`src/rtl/i2c_pkg.sv`:
```
// Shared definitions for the OLED I2C link: FSM states, control-byte fields, default address.
// Latency: n/a (declarations only).
// Backpressure: n/a.
package i2c_pkg;

    // Receiver FSM states. The byte states shift bits; the *_ACK states drive the ninth clock.
    typedef enum logic [2:0] {
        ST_IDLE,
        ST_ADDR,
        ST_ADDR_ACK,
        ST_CTRL,
        ST_CTRL_ACK,
        ST_DATA,
        ST_DATA_ACK,
        ST_IGNORE
    } i2c_state_e;

    // SSD1306 control byte: Co = another control byte follows the next payload byte,
    // D/C = payload is display data (1) or a command (0).
    localparam int CTRL_CO_BIT = 7;
    localparam int CTRL_DC_BIT = 6;

    // Default OLED address, also used by the OLED master.
    localparam logic [6:0] OLED_ADDR = 7'h3C;

    // Address byte selects this target for a write transfer.
    function automatic logic addr_write_match(input logic [7:0] addr_byte,
                                              input logic [6:0] dev_addr);
        return (addr_byte[7:1] == dev_addr) && !addr_byte[0];
    endfunction

endpackage

```
`src/rtl/i2c_line_filter.sv`:
```
// Synchronises one raw bus line and accepts a new level only after FILTER_LEN equal samples.
// Latency: 2 sync flops + FILTER_LEN samples; rise/fall pulses coincide with the level change.
// Backpressure: none; free-running conditioner.
module i2c_line_filter #(
    parameter int FILTER_LEN = 3
) (
    input  logic clk,
    input  logic rst,
    input  logic line_i,
    output logic level_o,
    output logic rise_o,
    output logic fall_o
);

    localparam logic [2:0] LAST_CNT = 3'(FILTER_LEN - 1);

    logic [1:0] sync_q;
    logic [2:0] cnt_q;
    logic       level_q;
    logic       rise_q;
    logic       fall_q;
    logic       accept_d;

    // New level has now been seen FILTER_LEN times in a row.
    assign accept_d = (sync_q[1] != level_q) && (cnt_q == LAST_CNT);

    // Sync chain, run-length counter and filtered level; everything idles high like the bus.
    always_ff @(posedge clk or posedge rst) begin
        if (rst) begin
            sync_q  <= 2'b11;
            cnt_q   <= 3'd0;
            level_q <= 1'b1;
            rise_q  <= 1'b0;
            fall_q  <= 1'b0;
        end else begin
            sync_q <= {sync_q[0], line_i};
            rise_q <= 1'b0;
            fall_q <= 1'b0;
            if (sync_q[1] == level_q) begin
                cnt_q <= 3'd0;
            end else if (accept_d) begin
                level_q <= sync_q[1];
                cnt_q   <= 3'd0;
                rise_q  <= sync_q[1];
                fall_q  <= ~sync_q[1];
            end else begin
                cnt_q <= cnt_q + 3'd1;
            end
        end
    end

    assign level_o = level_q;
    assign rise_o  = rise_q;
    assign fall_o  = fall_q;

endmodule

```
`src/rtl/i2c_target_rx.sv`:
```
// Write-only I2C target for the OLED link: address match, ACK, control/payload split, byte strobes.
// Latency: rx_valid one clk after the filtered SCL rise of the payload LSB.
// Backpressure: none; the consumer must take each rx_valid strobe, no clock stretching.
module i2c_target_rx
    import i2c_pkg::*;
#(
    parameter logic [6:0] DEV_ADDR   = OLED_ADDR,
    parameter int         FILTER_LEN = 3
) (
    input  logic       clk,
    input  logic       rst,
    input  logic       scl_i,
    input  logic       sda_i,
    output logic       sda_oe,
    output logic [7:0] rx_data,
    output logic       rx_valid,
    output logic       rx_is_data,
    output logic       frame_start,
    output logic       frame_end,
    output logic       busy
);

    logic scl_lvl, scl_rise, scl_fall;
    logic sda_lvl, sda_rise, sda_fall;

    i2c_line_filter #(.FILTER_LEN(FILTER_LEN)) u_scl_filt (
        .clk     (clk),
        .rst     (rst),
        .line_i  (scl_i),
        .level_o (scl_lvl),
        .rise_o  (scl_rise),
        .fall_o  (scl_fall)
    );

    i2c_line_filter #(.FILTER_LEN(FILTER_LEN)) u_sda_filt (
        .clk     (clk),
        .rst     (rst),
        .line_i  (sda_i),
        .level_o (sda_lvl),
        .rise_o  (sda_rise),
        .fall_o  (sda_fall)
    );

    i2c_state_e state_q;
    logic [2:0] bit_cnt_q;
    logic [6:0] shreg_q;
    logic       ack_phase_q;
    logic       co_flag_q;
    logic       dc_flag_q;
    logic       sda_oe_q;
    logic [7:0] rx_data_q;
    logic       rx_valid_q;
    logic       rx_is_data_q;
    logic       frame_start_q;
    logic       frame_end_q;
    logic       busy_q;

    logic       start_det;
    logic       stop_det;
    logic       byte_done;
    logic [7:0] byte_d;

    // SDA may only move while SCL is low; any SDA edge with SCL high is a bus condition.
    assign start_det = sda_fall && scl_lvl;
    assign stop_det  = sda_rise && scl_lvl;
    // Completed byte including the bit being sampled on this SCL rise.
    assign byte_d    = {shreg_q, sda_lvl};
    assign byte_done = scl_rise && (bit_cnt_q == 3'd7);

    // Receiver FSM with shift register and registered outputs; bus conditions override bit traffic.
    always_ff @(posedge clk or posedge rst) begin
        if (rst) begin
            state_q       <= ST_IDLE;
            bit_cnt_q     <= 3'd0;
            shreg_q       <= 7'd0;
            ack_phase_q   <= 1'b0;
            co_flag_q     <= 1'b0;
            dc_flag_q     <= 1'b0;
            sda_oe_q      <= 1'b0;
            rx_data_q     <= 8'h00;
            rx_valid_q    <= 1'b0;
            rx_is_data_q  <= 1'b0;
            frame_start_q <= 1'b0;
            frame_end_q   <= 1'b0;
            busy_q        <= 1'b0;
        end else begin
            rx_valid_q    <= 1'b0;
            frame_start_q <= 1'b0;
            frame_end_q   <= 1'b0;

            if (stop_det || start_det) begin
                // Abandon any partial byte or ACK; a repeated START reopens address decode.
                state_q     <= stop_det ? ST_IDLE : ST_ADDR;
                bit_cnt_q   <= 3'd0;
                ack_phase_q <= 1'b0;
                sda_oe_q    <= 1'b0;
                frame_end_q <= busy_q;
                busy_q      <= 1'b0;
            end else begin
                case (state_q)
                    ST_ADDR, ST_CTRL, ST_DATA: begin
                        if (scl_rise) begin
                            shreg_q   <= byte_d[6:0];
                            bit_cnt_q <= bit_cnt_q + 3'd1;
                        end
                        if (byte_done) begin
                            case (state_q)
                                ST_ADDR: begin
                                    if (addr_write_match(byte_d, DEV_ADDR)) begin
                                        state_q       <= ST_ADDR_ACK;
                                        frame_start_q <= 1'b1;
                                        busy_q        <= 1'b1;
                                    end else begin
                                        state_q <= ST_IGNORE;
                                    end
                                end
                                ST_CTRL: begin
                                    co_flag_q <= byte_d[CTRL_CO_BIT];
                                    dc_flag_q <= byte_d[CTRL_DC_BIT];
                                    state_q   <= ST_CTRL_ACK;
                                end
                                default: begin
                                    rx_data_q    <= byte_d;
                                    rx_is_data_q <= dc_flag_q;
                                    rx_valid_q   <= 1'b1;
                                    state_q      <= ST_DATA_ACK;
                                end
                            endcase
                        end
                    end
                    ST_ADDR_ACK, ST_CTRL_ACK, ST_DATA_ACK: begin
                        // First SCL fall ends bit 8 and starts the ACK slot; the second ends it.
                        if (scl_fall) begin
                            if (!ack_phase_q) begin
                                sda_oe_q    <= 1'b1;
                                ack_phase_q <= 1'b1;
                            end else begin
                                sda_oe_q    <= 1'b0;
                                ack_phase_q <= 1'b0;
                                case (state_q)
                                    ST_ADDR_ACK: state_q <= ST_CTRL;
                                    ST_CTRL_ACK: state_q <= ST_DATA;
                                    default:     state_q <= co_flag_q ? ST_CTRL : ST_DATA;
                                endcase
                            end
                        end
                    end
                    default: begin
                        // IDLE and IGNORE wait for a bus condition; SDA stays released.
                        sda_oe_q <= 1'b0;
                    end
                endcase
            end
        end
    end

    assign sda_oe      = sda_oe_q;
    assign rx_data     = rx_data_q;
    assign rx_valid    = rx_valid_q;
    assign rx_is_data  = rx_is_data_q;
    assign frame_start = frame_start_q;
    assign frame_end   = frame_end_q;
    assign busy        = busy_q;

endmodule

```
`config.mk`:
```
export PLATFORM = sky130hd
export DESIGN_NAME = i2c_target_rx
export DESIGN_NICKNAME = d
export VERILOG_FILES = /design/src/rtl/i2c_pkg.sv /design/src/rtl/i2c_line_filter.sv /design/src/rtl/i2c_target_rx.sv
export SDC_FILE = /design/constraint.sdc
export NUM_CORES = 1
export LEC_CHECK = 0
export ABC_AREA = 1
export CAP_MARGIN = 15
export CORE_ASPECT_RATIO = 0.9
export CORE_MARGIN = 5
export CORE_UTILIZATION = 61
export DETAILED_ROUTE_END_ITERATION = 16
export PLACE_DENSITY = 0.85
export SLEW_MARGIN = 20
export SYNTH_ARGS = -nofsm -noshare
export SYNTH_HDL_FRONTEND = slang
export SYNTH_HIERARCHICAL = 1
export SYNTH_SLANG_ARGS = --single-unit
```
`constraint.sdc`:
```
create_clock -name clk -period 3.2 [get_ports clk]
set_clock_uncertainty 0.05 [all_clocks]
set_input_delay 0.32 -clock clk [delete_from_list [all_inputs] [get_ports clk]]
set_output_delay 0.32 -clock clk [all_outputs]
set_load 0.1 [all_outputs]
```
==> results.cfg <==
[run_status]
status = finished clean

[synth]
netlist_instances = 219
netlist.area_leader.share_pct = 48.9
synth_area_per_cell_um2 = 9.35
ys.flop_type = dfrtp_1
synth_common_cells = 55 x nand2_1, 40 x dfrtp_1, 34 x inv_1
synthesis.nets = 229
synth_area_leaders = dfrtp_1 49%, nand2_1 10%, dfstp_2 7.7%
async_flop_share_pct = 100
ys_warn_count = 6
syn-cell-area_mm2 = 0.00205
synth_seq_cells = 46
yosysMostFrequentCell = nand2_1
yosysSeqAreaShare_pct = 56.6
synth.distinct_cells = 25
synth_enable_flop_cells = 0
synth_top_area_cell = dfrtp_1

[sta]
setup_viol = 0
timing.fmax_mhz = 462
worst_pin_slew_ps = 965
maxSlewHeadroom_pct = 35.4
hold_ws_ps = 265
period_minus_slack_ps = 2160
grt_setup_unrepaired = no
finalSetupTns_ps = 0
drv_slew = 0
finalCritPeriodShare_pct = 67.6
hold_violations = 0

[clock_network]
cts_resized = 0
cts_tree = built
root_buffer = clkbuf_8
cts_setup_buffers = 0
cts_hold_buffers = 0
clock_latency_ps = 300
clockBufferDepth = 2
cts_sinks = 46
cts.clk_slew.worst_paths_ps = 80
cts-htree-levels = 2
cts_made_buffers = 5

[final_layout]
area_growth_pct = 14.9
final_core_util_pct = 71.2
fill_cells = 261
nets = 250
n_antenna_cell = 0
drive_gt1_share_pct = 12.9

[critical_path]
worst_ep_required_time_ps = 2830
rr_startpoint = u_scl_filt/level_o
cp.arrival_ps = 1790
cpLargestDelayFamily = buffers and inverters
endpoint_kind = output port
worst-setup-path-type = flop to output port
cp_num_cells = 1
crit_fanout = 2
crit_buf_inv = 1
cpMaxStageDelayCell = clkdlybuf4s50_1
r2r-end = state_q[2]
rrSetupSlack_ps = 1620
crit_chain = clkdlybuf4s50_1
start_kind = flop
max_stage_delay_ps = 1130
r2r_cells = 9

[route]
vias_per_cell = 4.90
dr.pass1.iters = 5
wl_per_cell_um = 11.0
routed_wl_um = 3150
drtIter0Drc = 63
ant_nets = 0
drc_errors = 0
vias = 1397

[floorplan]
dieHeight_um = 65.0
rows = 20
dieArea_mm2 = 0.00462
core_mm2 = 0.00330
ios = 18
initial_utilization_pct = 62.0
die_w_um = 71.1

[pwr]
powerDensity_mw_per_mm2 = 687
ir_worst_vdd_mv = 0.426
leakagePower_nw = 1.11

[placed_design]
gp_congestion = 0.790
hpwlAfterDp_um = 2320
io_buffers = 17

[min_path]
hp-class = input pin to asynchronous set/reset pin

[global_routing]
antenna_found_initial = 0
track_usage_pct = 16.3
grt.overflow.total = 0
first_global_vias = 1328
grt_pass1_wl_um = 5730
grt_max_degree = 31

[job]
maxCapViolCount = 0
[registers in the layout, summed over array words and instances, names as in the netlist, 2 cells and up]
signal / cells
bit_cnt_q: 3
rx_data: 8
shreg_q: 7
state_q: 3
u_scl_filt/cnt_q: 3
u_scl_filt/sync_q: 2
u_sda_filt/cnt_q: 3
u_sda_filt/sync_q: 2
[layout by cell type (no fill, tap or decap), types with 2 or more instances in the layout]
master           instances
dfrtp_1                 40
nand2_1                 55
inv_1                   34
inv_2                    2
nand2_2                  4
clkbuf_8                 5
ha_1                     6
nor2_1                  16
xnor2_1                  2
o21ai_0                 15
dfstp_2                  6
o21ai_2                  8
clkdlybuf4s50_1         17
nor3_1                   2
nand3_1                 10
o21ai_1                  6
[through the flow]
stage               total power, mW  instance area [µm²]  worst slack (ps)  std cells
global placement               1.19                 2240              1360        277
finish                         1.61                 2350              1040        285
detailed placement             1.21                 2240              1350        277
floorplan                      1.12                 2050              1720        219
global route                   1.74                 2350               967        285
CTS                            1.63                 2350              1020        285
[worst register-to-register path: cells and delay by family (launching register included)]
family | cells | cell delay, ps
AND/OR/NAND/NOR | 7 | 620
buffers and inverters | 1 | 140
flip-flops | 1 | 590
AO/OA/AOI/OAI | 1 | 70
[metal layers]
layer | share of wire, % | routed length, µm | track usage [%] | up-vias
li1 | - | - | - | 725
met1 | 45 | 1400 | 19.8 | 642
met2 | 49 | 1530 | 27.0 | 23
met3 | 4.8 | 151 | 5.12 | 7
met4 | 1.9 | 59 | 6.34 | 0
met5 | 0 | 0 | 0 | -
[layout make-up]
cell class | count | area (µm²) | area share [%]
flip-flops and latches | 46 | 1160 | 49.3
multi-input cells | 133 | 714 | 30.4
repair buffers | 18 | 178 | 7.56
inverters | 36 | 135 | 5.75
clock buffers | 6 | 72.6 | 3.09
well taps | 44 | 55.1 | 2.34
clock inverters | 2 | 37.5 | 1.60
[power by group]
group          leakage, nW  internal (mW)  switching [mW]  total, mW
Sequential           0.609          0.683          0.0893      0.772
Combinational        0.452          0.152           0.271      0.423
Clock               0.0514          0.233           0.187      0.420
[cell families (layout without fill, tap and decap cells)]
logic type	count (synthesis)	in the layout	synth area share (%)
buffers and inverters	40	62	8.50
DFF	46	46	56.6
and+or+nand+nor	90	90	19.4
adders and majority gates	6	6	3.67
AOI/OAI and AO/OA	35	35	11.0
xor gates and xnor gates	2	2	0.856
[how the worst max path moves through the flow]
stage,startpoint,end,slack [ps]
after floorplan,u_scl_filt/level_o,state_q[2],1720
after global placement,rx_data[0],rx_data[0],1360
after detailed placement,rx_data[0],rx_data[0],1350
after CTS,rx_data[0],rx_data[0],1020
after global routing,rx_data[0],rx_data[0],970
final,rx_data[0],rx_data[0],1040
Note: power is estimated with default switching activity, not from simulation.
